## config.mk

```make
export PLATFORM = sky130hd
export DESIGN_NAME = stopwatch_ctrl
export DESIGN_NICKNAME = d
export VERILOG_FILES = /design/src/rtl/stopwatch_pkg.sv /design/src/rtl/sw_counter.sv /design/src/rtl/stopwatch_ctrl.sv
export SDC_FILE = /design/constraint.sdc
export NUM_CORES = 1
export LEC_CHECK = 0
export BUFFER_PORTS_ARGS = -buffer_cell sky130_fd_sc_hd__buf_4
export CELL_PAD_IN_SITES_DETAIL_PLACEMENT = 1
export CELL_PAD_IN_SITES_GLOBAL_PLACEMENT = 2
export CORE_ASPECT_RATIO = 1.75
export CORE_MARGIN = 5
export CORE_UTILIZATION = 29
export CTS_CLUSTER_DIAMETER = 150
export DETAILED_ROUTE_END_ITERATION = 6
export PLACE_DENSITY = 0.81
export SLEW_MARGIN = 20
export SYNTH_ARGS = -nofsm -noshare
export SYNTH_HDL_FRONTEND = slang
export SYNTH_SLANG_ARGS = --single-unit
```

## constraint.sdc

```tcl
create_clock -name CLK -period 3.89 [get_ports CLK]
set_input_delay 0.778 -clock CLK [delete_from_list [all_inputs] [get_ports CLK]]
set_output_delay 0.778 -clock CLK [all_outputs]
set_load 0.1 [all_outputs]
```

## src/rtl/stopwatch_pkg.sv

```systemverilog
// rtl/stopwatch_pkg.sv - shared state, mode and counter opcode encodings for the stopwatch
package stopwatch_pkg;

  typedef enum logic [1:0] {
    IDLE  = 2'd0,
    RUN   = 2'd1,
    PAUSE = 2'd2,
    DONE  = 2'd3
  } sw_state_t;

  typedef enum logic [1:0] {
    HOLD = 2'd0,
    INC  = 2'd1,
    DEC  = 2'd2,
    LOAD = 2'd3
  } sw_op_t;

  localparam logic [1:0] MODE_UP_ZERO = 2'b00;
  localparam logic [1:0] MODE_UP_EXT  = 2'b01;
  localparam logic [1:0] MODE_DN_MAX  = 2'b10;
  localparam logic [1:0] MODE_DN_EXT  = 2'b11;

  // Bit 1 of the mode selects the counting direction.
  function automatic logic mode_is_down(input logic [1:0] m);
    return m[1];
  endfunction

endpackage

```

## src/rtl/sw_counter.sv

```systemverilog
// rtl/sw_counter.sv - count register driven by a HOLD/INC/DEC/LOAD opcode
module sw_counter
  import stopwatch_pkg::*;
#(
  parameter int WIDTH = 14,
  parameter int MAX   = 9999
) (
  input  logic             CLK,
  input  sw_op_t           op_i,
  input  logic [WIDTH-1:0] load_value_i,
  output logic [WIDTH-1:0] count_o
);

  localparam logic [WIDTH-1:0] MAX_W = WIDTH'(MAX);

  logic [WIDTH-1:0] count_q;

  // INC/DEC saturate at the range ends so the register can never wrap.
  always_ff @(posedge CLK) begin
    case (op_i)
      LOAD:    count_q <= load_value_i;
      INC:     if (count_q != MAX_W) count_q <= count_q + 1'b1;
      DEC:     if (count_q != '0) count_q <= count_q - 1'b1;
      default: count_q <= count_q;
    endcase
  end

  assign count_o = count_q;

endmodule

```

## src/rtl/stopwatch_ctrl.sv

```systemverilog
// rtl/stopwatch_ctrl.sv - stopwatch FSM with up/down modes, preload and single-slot lap capture
module stopwatch_ctrl
  import stopwatch_pkg::*;
#(
  parameter int WIDTH = 14,
  parameter int MAX   = 9999
) (
  input  logic             CLK,
  input  logic             reset,
  input  logic             start,
  input  logic             clear,
  input  logic             lap,
  input  logic [1:0]       mode,
  input  logic [WIDTH-1:0] ext_value,
  input  logic             tick,
  input  logic             lap_ack,
  output logic [WIDTH-1:0] count,
  output logic [1:0]       state,
  output logic             done,
  output logic [WIDTH-1:0] lap_value,
  output logic             lap_valid,
  output logic             lap_overrun
);

  localparam logic [WIDTH-1:0] MAX_W = WIDTH'(MAX);

  sw_state_t        state_q, state_d;
  sw_op_t           op;
  logic             done_q, done_d;
  logic             start_prev_q, lap_prev_q;
  logic [1:0]       mode_prev_q;
  logic [WIDTH-1:0] load_value, count_q, terminal;
  logic [WIDTH-1:0] lap_value_q;
  logic             lap_valid_q, lap_overrun_q;
  logic             start_edge, lap_edge, mode_chg, down, at_term, next_term;

  assign start_edge = start & ~start_prev_q;
  assign lap_edge   = lap & ~lap_prev_q;
  assign mode_chg   = (mode != mode_prev_q);
  assign down       = mode_is_down(mode);
  assign terminal   = down ? '0 : MAX_W;
  assign at_term    = (count_q == terminal);
  assign next_term  = down ? (count_q == WIDTH'(1)) : (count_q == MAX_W - 1'b1);

  always_comb begin
    load_value = '0;
    case (mode)
      MODE_UP_ZERO: load_value = '0;
      MODE_DN_MAX:  load_value = MAX_W;
      MODE_UP_EXT,
      MODE_DN_EXT:  load_value = (ext_value > MAX_W) ? MAX_W : ext_value;
      default:      load_value = '0;
    endcase
  end

  always_comb begin
    state_d = state_q;
    op      = HOLD;
    if (reset || mode_chg) begin
      state_d = IDLE;
      op      = LOAD;
    end else begin
      case (state_q)
        IDLE: begin
          op = LOAD;
          if (start_edge) state_d = RUN;
        end
        RUN: begin
          if (clear) begin
            state_d = IDLE;
            op      = LOAD;
          end else if (start_edge) begin
            state_d = PAUSE;
          end else if (at_term) begin
            state_d = DONE;
          end else if (tick) begin
            op = down ? DEC : INC;
            if (next_term) state_d = DONE;
          end
        end
        PAUSE: begin
          if (clear) begin
            state_d = IDLE;
            op      = LOAD;
          end else if (start_edge) begin
            state_d = RUN;
          end
        end
        DONE: begin
          if (clear) begin
            state_d = IDLE;
            op      = LOAD;
          end
        end
        default: begin
          state_d = IDLE;
          op      = LOAD;
        end
      endcase
    end
    done_d = (state_d == DONE) && (state_q != DONE);
  end

  sw_counter #(.WIDTH(WIDTH), .MAX(MAX)) u_counter (
    .CLK          (CLK),
    .op_i         (op),
    .load_value_i (load_value),
    .count_o      (count_q)
  );

  always_ff @(posedge CLK) begin
    if (reset) begin
      state_q      <= IDLE;
      done_q       <= 1'b0;
      start_prev_q <= 1'b1;
      lap_prev_q   <= 1'b1;
      mode_prev_q  <= mode;
    end else begin
      state_q      <= state_d;
      done_q       <= done_d;
      start_prev_q <= start;
      lap_prev_q   <= lap;
      mode_prev_q  <= mode;
    end
  end

  // Single lap slot: a new capture is only taken when the slot is free or being acked.
  always_ff @(posedge CLK) begin
    if (reset) begin
      lap_value_q   <= '0;
      lap_valid_q   <= 1'b0;
      lap_overrun_q <= 1'b0;
    end else begin
      lap_overrun_q <= 1'b0;
      if (lap_edge && (state_q == RUN || state_q == PAUSE)) begin
        if (lap_valid_q && !lap_ack) begin
          lap_overrun_q <= 1'b1;
        end else begin
          lap_value_q <= count_q;
          lap_valid_q <= 1'b1;
        end
      end else if (lap_ack) begin
        lap_valid_q <= 1'b0;
      end
    end
  end

  assign count       = count_q;
  assign state       = state_q;
  assign done        = done_q;
  assign lap_value   = lap_value_q;
  assign lap_valid   = lap_valid_q;
  assign lap_overrun = lap_overrun_q;

endmodule

```

Yosys cells after proc, flatten, opt, wreduce, memory -nomap -nowiden

Index checks and enable logic that the tools add are counted.
Widths: inputs -> output; s select.

Register bits after elaboration: 37
Input bits: 23
Output and inout port bits: 33
Word-level logic and storage cells: 83

$add $sub $neg: 2
Order comparisons: 1
Equal/unequal tests: 19
Muxes and demuxes: 29
Bitwise gates (word level): 6
Reductions and logical operators: 17

Operators by type and width:

| kind                  | number |
|---|---|
| $pmux 14 s3           | 2 |
| $mux 14               | 4 |
| $mux 2                | 16 |
| $add 14x1->14 const B | 1 |
| $eq 14x1->1 const B   | 1 |
| $eq 14x14->1          | 1 |
| $eq 14x14->1 const B  | 1 |
| $eq 2x2->1 const B    | 7 |
| $gt 14x14->1 const B  | 1 |
| $ne 14x14->1 const B  | 1 |
| $reduce_bool 14->1    | 1 |
| $sub 14x1->14 const B | 1 |
| $pmux 2 s4            | 1 |
| $eq 2x1->1 const B    | 3 |
| $pmux 2 s3            | 1 |
| $reduce_or 2->1       | 3 |
| $mux 1                | 5 |
| $logic_not 2->1       | 2 |
| $ne 2x1->1 const B    | 2 |
| $ne 2x2->1 const B    | 2 |
| $not 1->1             | 4 |
| $reduce_and 2->1      | 2 |
| $logic_and 1x1->1     | 3 |
| $reduce_and 3->1      | 1 |
| other kinds (6)       | 8 |

Depth between registers and ports, before layout

Depth in word-level cells: 11
Gate-level depth with buffers: 13

Cells and area by module

A second synthesis with hierarchy kept.

Cells, all modules: 346
Area, all modules: 3014.1 µm²

Modules (own cells, without submodules):

| module         | times used | cells each | area each (µm²) |
|---|---|---|---|
| sw_counter     | 1          | 199        | 1672.9 |
| stopwatch_ctrl | 1          | 147        | 1341.3 |

Worst setup path before layout

No wires, ideal clock.

Path kind: reg2reg
Start: register u_counter.count_q[1], in the netlist u_counter.count_o[1]
End: register u_counter.count_q[0], in the netlist u_counter.count_o[0] (enable)
Arrival time: 3.785 ns
Setup slack: -0.284 ns
Stages on the path, launching flop included: 13
Path buffers: 2
Period minus slack after synthesis: 4.174 ns
Cell sequence: edfxtp_1 > clkbuf_8 > nand4_2 > or4_4 > a21boi_1 > nor2_1 > a21o_1 > ha_1 > clkbuf_1 > nor3b_1 > nand4_1 > o31ai_1 > a21oi_1

Longest elaborated chain between the ends: 9

RTL lines:

| item                                                                    | RTL line             | RTL |
|---|---|---|
| from (decl)                                                             | sw_counter.sv:16     | `logic [WIDTH-1:0] count_q;` |
| from (signal assigned)                                                  | sw_counter.sv:21     | `LOAD: count_q <= load_value_i;` |
| from (signal assigned)                                                  | sw_counter.sv:22     | `INC: if (count_q != MAX_W) count_q <= count_q + 1'b1;` |
| from (signal assigned)                                                  | sw_counter.sv:23     | `DEC: if (count_q != '0) count_q <= count_q - 1'b1;` |
| $eq 14x14->1                                                            | stopwatch_ctrl.sv:42 | `assign at_term = (count_q == terminal);` |
| $mux 2                                                                  | stopwatch_ctrl.sv:74 | `end else if (at_term) begin` |
| $mux 2                                                                  | stopwatch_ctrl.sv:72 | `end else if (start_edge) begin` |
| $mux 2                                                                  | stopwatch_ctrl.sv:69 | `if (clear) begin` |
| $pmux 2 s3                                                              | stopwatch_ctrl.sv:63 | `case (state_q)` |
| $mux 2                                                                  | stopwatch_ctrl.sv:59 | `if (reset \|\| mode_chg) begin` |
| $eq 2x2->1 / $eq 2x1->1 (equally long branches)                         | sw_counter.sv:20     | `case (op_i)` |
| $ne 2x1->1 (no source line) / $reduce_bool 3->1 (equally long branches) | --                   |  |
| $reduce_and 3->1 (no source line) (*)                                   | --                   |  |

Mark *: on every way between the ends. The rest lies on a longest branch, timed or not.
A chain may end at the register's enable or synchronous reset.

Final worst setup path

Start: register u_counter.count_q[8], in the netlist u_counter.count_o[8]
End: register u_counter.count_q[13], in the netlist u_counter.count_o[13] (enable)

Same word-level chain as after synthesis.

==> impl_metrics.ini <==
[outcome]
outcome = complete, no violations

[synthesis]
synthMuxAreaShare = 0.05792
synth-xor-area-share = 0.02703
synth.avg_cell_area_sq_um = 8.642
synth-edff-count = 14
synth_top_family_by_area = simple AND/OR/NAND/NOR gates
syn-instance-count = 300
syn_nets = 335
yosysWarnings = 0
synthFlopType = dfxtp_1
seq_area_frac_synth = 0.3398
synth-simple-area-share = 0.2370
async_flop_share = 0
ys_ff_latch = 37
synthTopCellsByArea = dfxtp_1, edfxtp_1, ha_1
synth_compound_area_frac = 0.2032
yosysTopAreaCell = dfxtp_1
synth.top_cell.area_share = 0.1776
yosys.area_share.adder = 0.05792
yosysUniqueCellTypes = 59
netlist_top_cells_count = dfxtp_1, o21ai_0, nor2_1
syn_area_sq_mm = 0.002592

[route]
ant_nets = 0
wl_per_cell_microns = 18.96
routed_wl_mm = 8.968
drc = 0
drt-vias-per-instance = 5.446
drtPass1Iterations = 5
drt_iter0_markers = 119
vias = 2576

[critical_path]
critical_path_class = reg -> reg
cp_max_fo = 14
crit_end = u_counter.count_o[13]
critical_path_arrival_ns = 3.46
critical_path_required_ns = 3.80
cp-startpoint = u_counter.count_o[8]
reg2reg_to = u_counter.count_o[13]
startpoint_type = register
rrSetupSlack_ns = 0.34
rr_worst_depth = 10
worstReg2RegStart = u_counter.count_o[8]
endpoint_kind = register

[power]
ir_drop_mv = 0.1923
powerDensity_mw_per_mm2 = 324.4
p_leak_nw = 1.252
finalPower_w = 0.001071

[place]
placed_cells_incl_taps = 465
dp_hpwl_mm = 6.934
port_buffers = 55
place_congestion = 0.8419
dpl_cell_area_sq_mm = 0.003153

[global_route]
antenna_found_initial = 0
grt_max_degree = 23
overflow = 0
grt_pass1_vias = 2845
grtUsageTotal = 0.1704
grt_pass1_wl_mm = 14.26

[clock_network]
cts-root-buf = clkbuf_16
worstSkewPairLatency_ns = 0.29
cts.sinks = 37
cts_tree = built
ctsResizeCount = 0
cts_setup_buffers = 0
clk_transition_reported_paths_ns = 0.06
cts_hold_buf = 0
clock_path_buffers = 2
h-tree-depth = 2
cts_made_buffers = 5

[timing]
timing.fmax_mhz = 282.0
tightestPinTransition_ns = 1.056
finalHoldViolCount = 0
maxSlewHeadroom = 0.2928
rsz0062_at_grt = no
worst_hold_slack_ns = 0.4937
fin_skew_ns = 0.004427
fin_crit_sh = 0.9117
tns_ns = 0
drv_slew = 0
period_needed_ns = 3.546
setup_viol = 0

[finish]
fill_cells = 1050
regArea_sq_um = 880.8
design_area_sq_mm = 0.003301
drive_gt1_frac = 0.2612
num_antenna_cells = 0
syn2layout_area_growth_pct = 27.32
multiInputGateArea_sq_mm = 0.001518
layout.cells.non_filler = 473
fin_nets = 390

[run]
maxCapViolCount = 0

[die]
coreArea_sq_mm = 0.008727
fp.dieW_microns = 81.47
ioPinCount = 56
dieArea_sq_mm = 0.01100
num_rows = 45
initial_core_util = 0.2971
die_h_microns = 135.1

[hold_path]
min_path_cells = 2
hold_class = reg -> reg
## metrics by stage
step	setup slack (ns)	utilization
finish	0.3436	0.3782
global route	0.07611	0.3782
CTS	0.3290	0.3782
detailed placement	0.1113	0.3613
global placement	0.2170	0.3613
floorplan	0.008759	-
## routing by layer
layer | track usage | routed length (microns) | vias up
met5 | 0 | 0 | -
met4 | 0.09492 | 377 | 0
met3 | 0.02737 | 294 | 17
met2 | 0.3208 | 4988 | 64
met1 | 0.1693 | 3307 | 1267
li1 | - | - | 1228
## registers in the layout, indices dropped and copies added, names as in the netlist
name / cells
u_counter.count_o: 14
lap_prev_q: 1
lap_value: 14
lap_valid: 1
mode_prev_q: 2
state: 2
lap_overrun: 1
start_prev_q: 1
done: 1
## layout make-up
class / count / area share
multi-input cells: 224 / 0.4598
flip-flops and latches: 37 / 0.2669
repair buffers: 75 / 0.1706
well taps: 117 / 0.04435
clock buffers: 6 / 0.04208
inverters: 12 / 0.01365
clock inverters: 2 / 0.002654
## worst min-delay path by stage
stage / from / end / slack (ns)
floorplan: lap_prev_q / lap_overrun / 0.50
CTS: lap_value[0] / lap_value[0] / 0.50
finish: lap_value[0] / lap_value[0] / 0.49
detailed placement: lap_value[0] / lap_value[0] / 0.49
global route: lap_value[1] / lap_value[1] / 0.52
global placement: lap_value[0] / lap_value[0] / 0.48
## power breakdown
group	switching, W	total [W]	internal, W
combinational	0.000150	0.000219	0.0000695
sequential	0.0000192	0.000434	0.000415
clock	0.000166	0.000417	0.000252
## logic make-up (layout without fill, tap and decap cells)
family | after synthesis | in the layout
AND/OR/NAND/NOR | 110 | 110
AO/OA/AOI/OAI | 79 | 79
buffers and inverters | 39 | 95
flip-flops | 37 | 37
multiplexers | 15 | 15
adder cells (fa/ha/maj) | 12 | 12
XOR/XNOR | 8 | 8
## worst max-delay path: stages, from the launching register on
cell	delay, ns
edfxtp_1	0.56
nor4_1	0.62
nand4_1	0.21
a21boi_1	0.24
nor2_1	0.11
a21o_1	0.19
ha_1	0.18
nor3b_1	0.17
nand4_1	0.10
o31ai_1	0.09
a21oi_2	0.69
## layout by cell type (no fill, tap or decap), drive strengths merged, types with 5 or more instances in the layout
master,instances
nor2,22
nor3,10
o22ai,6
nand4,6
nand2,20
nor4,9
a21oi,13
buf,75
edfxtp,14
clkbuf,6
xor2,7
ha,12
dfxtp,23
o21ai,24
inv,12
mux2i,15
nand3,13
a31oi,5
o221ai,5
No activity file was read; power rests on OpenSTA's default activity.
